**src/rtl/mem_port_arbiter_pkg.sv**
```systemverilog
// ============================================================================
// Module      : mem_port_arbiter_pkg
// Description : Shared encodings and defaults for the two-port memory arbiter.
// Revision    : 1.0  - initial release
// ============================================================================
`default_nettype none

package mem_port_arbiter_pkg;

    typedef enum logic [1:0] {
        IDLE = 2'd0,
        OWN0 = 2'd1,
        OWN1 = 2'd2
    } arb_state_e;

    localparam int REQ_CPU      = 0;
    localparam int REQ_DBG      = 1;
    localparam int MAX_HOLD_DEF = 4;

endpackage

`default_nettype wire

```
**src/rtl/mem_port_arbiter_arb_rr2_pick.sv**
```systemverilog
// ============================================================================
// Module      : arb_rr2_pick
// Description : Combinational two-way round-robin pick with lock retention.
// Revision    : 1.0  - initial release
// ============================================================================
`default_nettype none

module arb_rr2_pick (
    input  logic [1:0] req_i,
    input  logic [1:0] own_i,
    input  logic [1:0] lock_i,
    input  logic       last_i,
    input  logic       hold_lim_i,
    output logic [1:0] gnt_o
);

    always_comb begin
        gnt_o = 2'b00;
        // A locking owner keeps the port unless the peer has waited out the hold budget.
        if (own_i[0] && lock_i[0] && req_i[0] && (!req_i[1] || !hold_lim_i)) begin
            gnt_o = 2'b01;
        end else if (own_i[1] && lock_i[1] && req_i[1] && (!req_i[0] || !hold_lim_i)) begin
            gnt_o = 2'b10;
        end else if (req_i == 2'b11) begin
            gnt_o = last_i ? 2'b01 : 2'b10;
        end else begin
            gnt_o = req_i;
        end
    end

endmodule

`default_nettype wire

```
**src/rtl/mem_port_arbiter.sv**
```systemverilog
// ============================================================================
// Module      : mem_port_arbiter
// Description : Shares one unified memory between the CPU port and the debug
//               scanner. Optional grant/conflict counters: ARB_PERF_CNT_EN.
// Revision    : 1.0  - initial release
// ============================================================================
`default_nettype none

module mem_port_arbiter
    import mem_port_arbiter_pkg::*;
#(
    parameter int AW       = 32,
    parameter int DW       = 32,
    parameter int MAX_HOLD = MAX_HOLD_DEF
) (
    input  logic          clk,
    input  logic          reset,
    input  logic          r0_req,
    input  logic          r0_we,
    input  logic          r0_lock,
    input  logic [AW-1:0] r0_addr,
    input  logic [DW-1:0] r0_wdata,
    output logic          r0_gnt,
    output logic          r0_rvalid,
    output logic [DW-1:0] r0_rdata,
    input  logic          r1_req,
    input  logic          r1_we,
    input  logic          r1_lock,
    input  logic [AW-1:0] r1_addr,
    input  logic [DW-1:0] r1_wdata,
    output logic          r1_gnt,
    output logic          r1_rvalid,
    output logic [DW-1:0] r1_rdata,
    output logic          mem_we,
    output logic [AW-1:0] mem_a,
    output logic [DW-1:0] mem_wd,
    input  logic [DW-1:0] mem_rd
`ifdef ARB_PERF_CNT_EN
    ,
    output logic [31:0]   perf_gnt0,
    output logic [31:0]   perf_gnt1,
    output logic [31:0]   perf_conflict
`endif
);

    localparam logic [3:0] c_max_hold = 4'(MAX_HOLD);

    arb_state_e state_q, state_d;
    logic       last_q, last_d;
    logic [3:0] hold_q, hold_d;
    logic [3:0] w_hold_inc;

    logic [1:0] w_req;
    logic [1:0] w_own;
    logic [1:0] w_lock;
    logic [1:0] w_pick;
    logic [1:0] w_gnt;
    logic       w_hold_lim;

    logic          rvalid0_q, rvalid1_q;
    logic [DW-1:0] rdata0_q,  rdata1_q;

    assign w_req      = {r1_req, r0_req};
    assign w_lock     = {r1_lock, r0_lock};
    assign w_own      = {state_q == OWN1, state_q == OWN0};
    assign w_hold_lim = (hold_q >= c_max_hold);
    assign w_hold_inc = (hold_q == 4'hF) ? hold_q : hold_q + 4'd1;

    arb_rr2_pick u_pick (
        .req_i      (w_req),
        .own_i      (w_own),
        .lock_i     (w_lock),
        .last_i     (last_q),
        .hold_lim_i (w_hold_lim),
        .gnt_o      (w_pick)
    );

    assign w_gnt  = reset ? 2'b00 : w_pick;
    assign r0_gnt = w_gnt[REQ_CPU];
    assign r1_gnt = w_gnt[REQ_DBG];

    always_comb begin
        mem_we = 1'b0;
        mem_a  = '0;
        mem_wd = '0;
        if (w_gnt[REQ_CPU]) begin
            mem_we = r0_we;
            mem_a  = r0_addr;
            mem_wd = r0_wdata;
        end else if (w_gnt[REQ_DBG]) begin
            mem_we = r1_we;
            mem_a  = r1_addr;
            mem_wd = r1_wdata;
        end
    end

    always_ff @(posedge clk) begin
        if (reset) begin
            state_q <= IDLE;
            last_q  <= 1'b1;
            hold_q  <= 4'd0;
        end else begin
            state_q <= state_d;
            last_q  <= last_d;
            hold_q  <= hold_d;
        end
    end

    // hold only grows while the same owner keeps winning against a waiting peer.
    always_comb begin
        state_d = IDLE;
        last_d  = last_q;
        hold_d  = 4'd0;
        if (w_gnt[REQ_CPU]) begin
            last_d = 1'b0;
            if (r0_lock) state_d = OWN0;
            if (!last_q && r1_req) hold_d = w_hold_inc;
        end else if (w_gnt[REQ_DBG]) begin
            last_d = 1'b1;
            if (r1_lock) state_d = OWN1;
            if (last_q && r0_req) hold_d = w_hold_inc;
        end
    end

    always_ff @(posedge clk) begin
        if (reset) begin
            rvalid0_q <= 1'b0;
            rvalid1_q <= 1'b0;
            rdata0_q  <= '0;
            rdata1_q  <= '0;
        end else begin
            rvalid0_q <= w_gnt[REQ_CPU] & ~r0_we;
            rvalid1_q <= w_gnt[REQ_DBG] & ~r1_we;
            if (w_gnt[REQ_CPU] && !r0_we) rdata0_q <= mem_rd;
            if (w_gnt[REQ_DBG] && !r1_we) rdata1_q <= mem_rd;
        end
    end

    // A read still in flight when reset arrives must not be reported.
    assign r0_rvalid = rvalid0_q & ~reset;
    assign r1_rvalid = rvalid1_q & ~reset;
    assign r0_rdata  = rdata0_q;
    assign r1_rdata  = rdata1_q;

`ifdef ARB_PERF_CNT_EN
    logic [31:0] gnt0_cnt_q, gnt1_cnt_q, conf_cnt_q;

    always_ff @(posedge clk) begin
        if (reset) begin
            gnt0_cnt_q <= 32'd0;
            gnt1_cnt_q <= 32'd0;
            conf_cnt_q <= 32'd0;
        end else begin
            if (w_gnt[REQ_CPU])    gnt0_cnt_q <= gnt0_cnt_q + 32'd1;
            if (w_gnt[REQ_DBG])    gnt1_cnt_q <= gnt1_cnt_q + 32'd1;
            if (r0_req && r1_req)  conf_cnt_q <= conf_cnt_q + 32'd1;
        end
    end

    assign perf_gnt0     = gnt0_cnt_q;
    assign perf_gnt1     = gnt1_cnt_q;
    assign perf_conflict = conf_cnt_q;
`endif

endmodule

`default_nettype wire

```
**config.mk**
```make
export PLATFORM = sky130hd
export DESIGN_NAME = mem_port_arbiter
export DESIGN_NICKNAME = d
export VERILOG_FILES = /design/src/rtl/mem_port_arbiter_pkg.sv /design/src/rtl/mem_port_arbiter_arb_rr2_pick.sv /design/src/rtl/mem_port_arbiter.sv
export SDC_FILE = /design/constraint.sdc
export NUM_CORES = 1
export LEC_CHECK = 0
export ABC_AREA = 1
export BUFFER_PORTS_ARGS = -buffer_cell sky130_fd_sc_hd__buf_2
export CORE_AREA = 2 2 117 119
export DETAILED_ROUTE_END_ITERATION = 7
export DIE_AREA = 0 0 119 121
export GPL_TIMING_DRIVEN = 0
export PLACE_DENSITY = 0.72
export SLEW_MARGIN = 20
export SYNTH_ARGS = -nofsm -noshare
export SYNTH_HDL_FRONTEND = slang
export SYNTH_HIERARCHICAL = 1
export SYNTH_SLANG_ARGS = --single-unit
export TNS_END_PERCENT = 100
```
**constraint.sdc**
```tcl
create_clock -name clk -period 1.6 [get_ports clk]
set_input_delay 0.16 -clock clk [delete_from_list [all_inputs] [get_ports clk]]
set_output_delay 0.16 -clock clk [all_outputs]
set_load 0.1 [all_outputs]
```
==> flow_metrics.py <==
metrics = {
    "status": {
        "status": "finished with violations",
        "violations": "negative setup slack",
    },
    "pwr": {
        "ir_worst_vdd_v": 0.000747,
        "internal-power_mw": 4.39,
        "power_leakage_nw": 4.18,
        "switching_share_pct": 42.6,
        "p_seq_share_pct": 25.8,
        "power.share.combinational_pct": 46.6,
        "pwr_density_cell_nw_per_um2": 831,
        "p_sw_mw": 3.26,
        "clockPowerShare_pct": 27.6,
    },
    "placed_design": {
        "hpwl_mm": 12.3,
        "dpl_cell_area_sq_um": 6440,
        "io_buffers": 300,
        "gp_congestion": 0.778,
    },
    "floorplan": {
        "die_h_um": 121,
        "core-area_sq_um": 13100,
        "pin_count": 301,
        "row_count": 42,
        "die-area_sq_um": 14400,
        "start_util_pct": 31.3,
        "die_w_um": 119,
    },
    "sta": {
        "clock_skew_ns": 0.00863,
        "worst_pin_slew_ns": 0.515,
        "whs_ns": 0.0958,
        "finalCriticalPeriod_ns": 2.65,
        "fmax_mhz": 377,
        "setup-violations-final": 140,
        "drv_slew": 0,
        "final.period_utilization_pct": 166,
        "hold_viol_final": 0,
        "rsz0062_at_grt": "yes",
        "slew-limit-headroom_pct": 65.9,
        "setup_ws_ns": -1.05,
    },
    "yosys": {
        "ys_seq_elements": 73,
        "syn_inst": 541,
        "synth_compound_area_share_pct": 13.6,
        "yosys.area_share.simple_pct": 37.6,
        "muxShareOfSynthArea_pct": 0,
        "synthXorXnorAreaFrac_pct": 0,
        "synth.most_common_cell": "nand2_1",
        "synth-seq-area-share_pct": 35.7,
        "synth_ff_type": "dfxtp_1",
        "synth_area_sq_um": 4090,
        "postSynthAreaPerCell_sq_um": 7.57,
        "synth_edf_count": 0,
        "synth_top_area_cell": "dfxtp_1",
        "synth_fa_ha_area_share_pct": 0.306,
        "synth_top_family_by_area": "simple AND/OR/NAND/NOR gates",
        "syn-num-nets": 710,
        "synthArstFlopShare_pct": 0,
        "synthTopCellsByCount": "nand2_1 (144), nand3_1 (87), dfxtp_1 (73)",
        "ys_warn_count": 6,
        "yosys.cell_types.count": 27,
        "yosys.area.top_type_share_pct": 35.7,
        "synth_area_leaders": "dfxtp_1 (36%), nand2_1 (13%), nand3_2 (11%)",
    },
    "setup_path": {
        "r2r_start": "hold_q[3]",
        "start_kind": "flop",
        "required_ns": 1.44,
        "critical_path.max_fanout": 8,
        "worstSetupEndpoint": "mem_wd[26]",
        "worstPathArrival_ns": 2.49,
        "critPathLaunch": "hold_q[3]",
        "r2r-end": "r1_rdata[15]",
        "r2r_slack_ns": -0.69,
        "reg2regPathDepth": 15,
        "critPathKind": "reg -> out",
        "crit_path_end_kind": "output port",
    },
    "grt": {
        "grt_antenna_before_repair": 6,
        "grt_pass1_vias": 5326,
        "grt_max_degree": 13,
        "grt_pass1_wl_mm": 27.6,
        "grtUsageTotal_pct": 24.3,
        "globalRouteOverflowTotal": 0,
    },
    "detailed_routing": {
        "met3WireLength_mm": 1.66,
        "firstDrtPassIters": 6,
        "wl_per_cell_um": 20.2,
        "m1WireLength_mm": 7.38,
        "drc_errors": 0,
        "routed.top_layer": "met4",
        "route.met2.wl_mm": 11.1,
        "vias_per_cell": 5.02,
        "postRouteAntennaNets": 0,
        "vias": 5388,
        "drt-initial-drc-count": 335,
        "routed_wl_mm": 21.6,
    },
    "clock_tree": {
        "cts_tree": "done",
        "hold_buffers": 0,
        "cts_buffers": 9,
        "ctsRootBufferMaster": "clkbuf_16",
        "clkSinkCount": 73,
        "clkTransAtPathRegs_ns": 0.06,
        "clkLatencyLatePin_ns": 0.32,
        "htree_levels": 3,
        "clockBufferDepth": 2,
    },
    "worst_hold_path": {
        "hp-class": "in -> reg",
    },
    "cells_and_area": {
        "final_nets": 1056,
        "fin_area_sq_um": 9210,
        "nFillCells": 878,
        "area_growth_pct": 125,
        "drive_gt1_share_pct": 73.7,
    },
    "run": {
        "cap_violations": 0,
    },
}
[metal layers]
metal  vias to the layer above  track usage [%]
met5                         -                0
met4                         0             12.6
met3                        96             7.85
met2                       297             45.1
met1                      2528             24.1
li1                       2467                -
[layout make-up]
type | instances | area [sq um] | area share (%)
diodes | 6 | 15.0 | 0.163
repair buffers | 337 | 3040 | 33.0
inverters | 55 | 209 | 2.27
clock buffers | 10 | 229 | 2.49
multi-input cells | 371 | 3390 | 36.8
well taps | 176 | 220 | 2.39
plain buffers | 40 | 558 | 6.06
clock inverters | 5 | 81.3 | 0.883
flip-flops and latches | 73 | 1470 | 16.0
[flip-flops by register name, indices dropped and copies added, names as in the netlist]
| signal | cells |
|---|---|
| rvalid0_q | 1 |
| hold_q | 4 |
| rvalid1_q | 1 |
| r0_rdata | 32 |
| r1_rdata | 32 |
| last_q | 1 |
| state_q | 2 |
[power groups by stage]
stage	clock network [mW]	logic (mW)	registers [mW]
after global routing	2.21	3.66	1.99
after CTS	2.13	3.26	1.97
after detailed placement	0	2.65	2.01
after global placement	0	2.64	2.01
final	2.11	3.56	1.98
after floorplan	0	1.49	2.63
[layout by cell type, fill, tap and decap left out, types with 4 or more instances in the layout]
master     synthesis  final
inv_1             54     51
o21ai_1           16     14
buf_8              2     12
clkbuf_4           0      4
a21oi_2            0      4
o21ai_2           48     51
buf_6              8     13
nand3_2           46     85
nand2_1          144     74
nor2_1            10      6
nand2_2            2      5
nand3_4            0     39
clkbuf_16          0     17
dfxtp_1           73     71
diode_2            0      6
buf_2             14    236
nand2_4            0     64
buf_12             1     83
nand3_1           87      9
buf_4             10     19
[kinds of logic (layout without fill, tap and decap cells)]
| logic type | after synthesis | after routing |
|---|---|---|
| compound gates | 74 | 74 |
| fa+ha+maj | 1 | 1 |
| buf+inv | 97 | 447 |
| flops | 73 | 73 |
| other cells | 0 | 6 |
| simple gates | 296 | 296 |
[worst min path at each step]
stage / start / to / cells past startpoint
final: mem_rd[25] / r1_rdata[25] / 3
after CTS: r1_lock / state_q[1] / 3
after global routing: mem_rd[11] / r0_rdata[11] / 3
after detailed placement: r1_lock / state_q[1] / 3
after floorplan: r1_lock / state_q[1] / 2
after global placement: r1_lock / state_q[1] / 3
[stage by stage]
stage	power, mW	instances	TNS (ns)	utilization [%]	setup WS [ns]
after floorplan	4.13	541	-22.86	-	-0.379
after global placement	4.64	1017	-62.03	49.2	-0.911
after detailed placement	4.66	1017	-61.42	49.2	-0.880
after CTS	7.37	1047	-66.75	64.0	-0.736
after global routing	7.86	1073	-104.05	70.4	-1.10
final	7.65	1073	-99.36	70.4	-1.05
[worst max-delay path, stage by stage, from the launching register on]
cell,delay (ns)
dfxtp_4,0.36
or2_4,0.26
nand2_2,0.07
inv_2,0.05
nor2_2,0.10
nor2_1,0.08
nor2_1,0.15
inv_1,0.11
nor2_4,0.20
buf_12,0.19
clkbuf_16,0.17
nand3_2,0.12
nand2_4,0.11
buf_12,0.17
[timing repair]
item / 4_1_cts / 5_1_grt
endpoints found under the hold margin: 0 / 0
pin swaps: 4 / 22
gates cloned: 3 / 8
setup endpoints to repair: 137 / 140
gates resized for setup: 371 / 108
setup buffers: 13 / 14
Power figures use the tool's default switching activity.
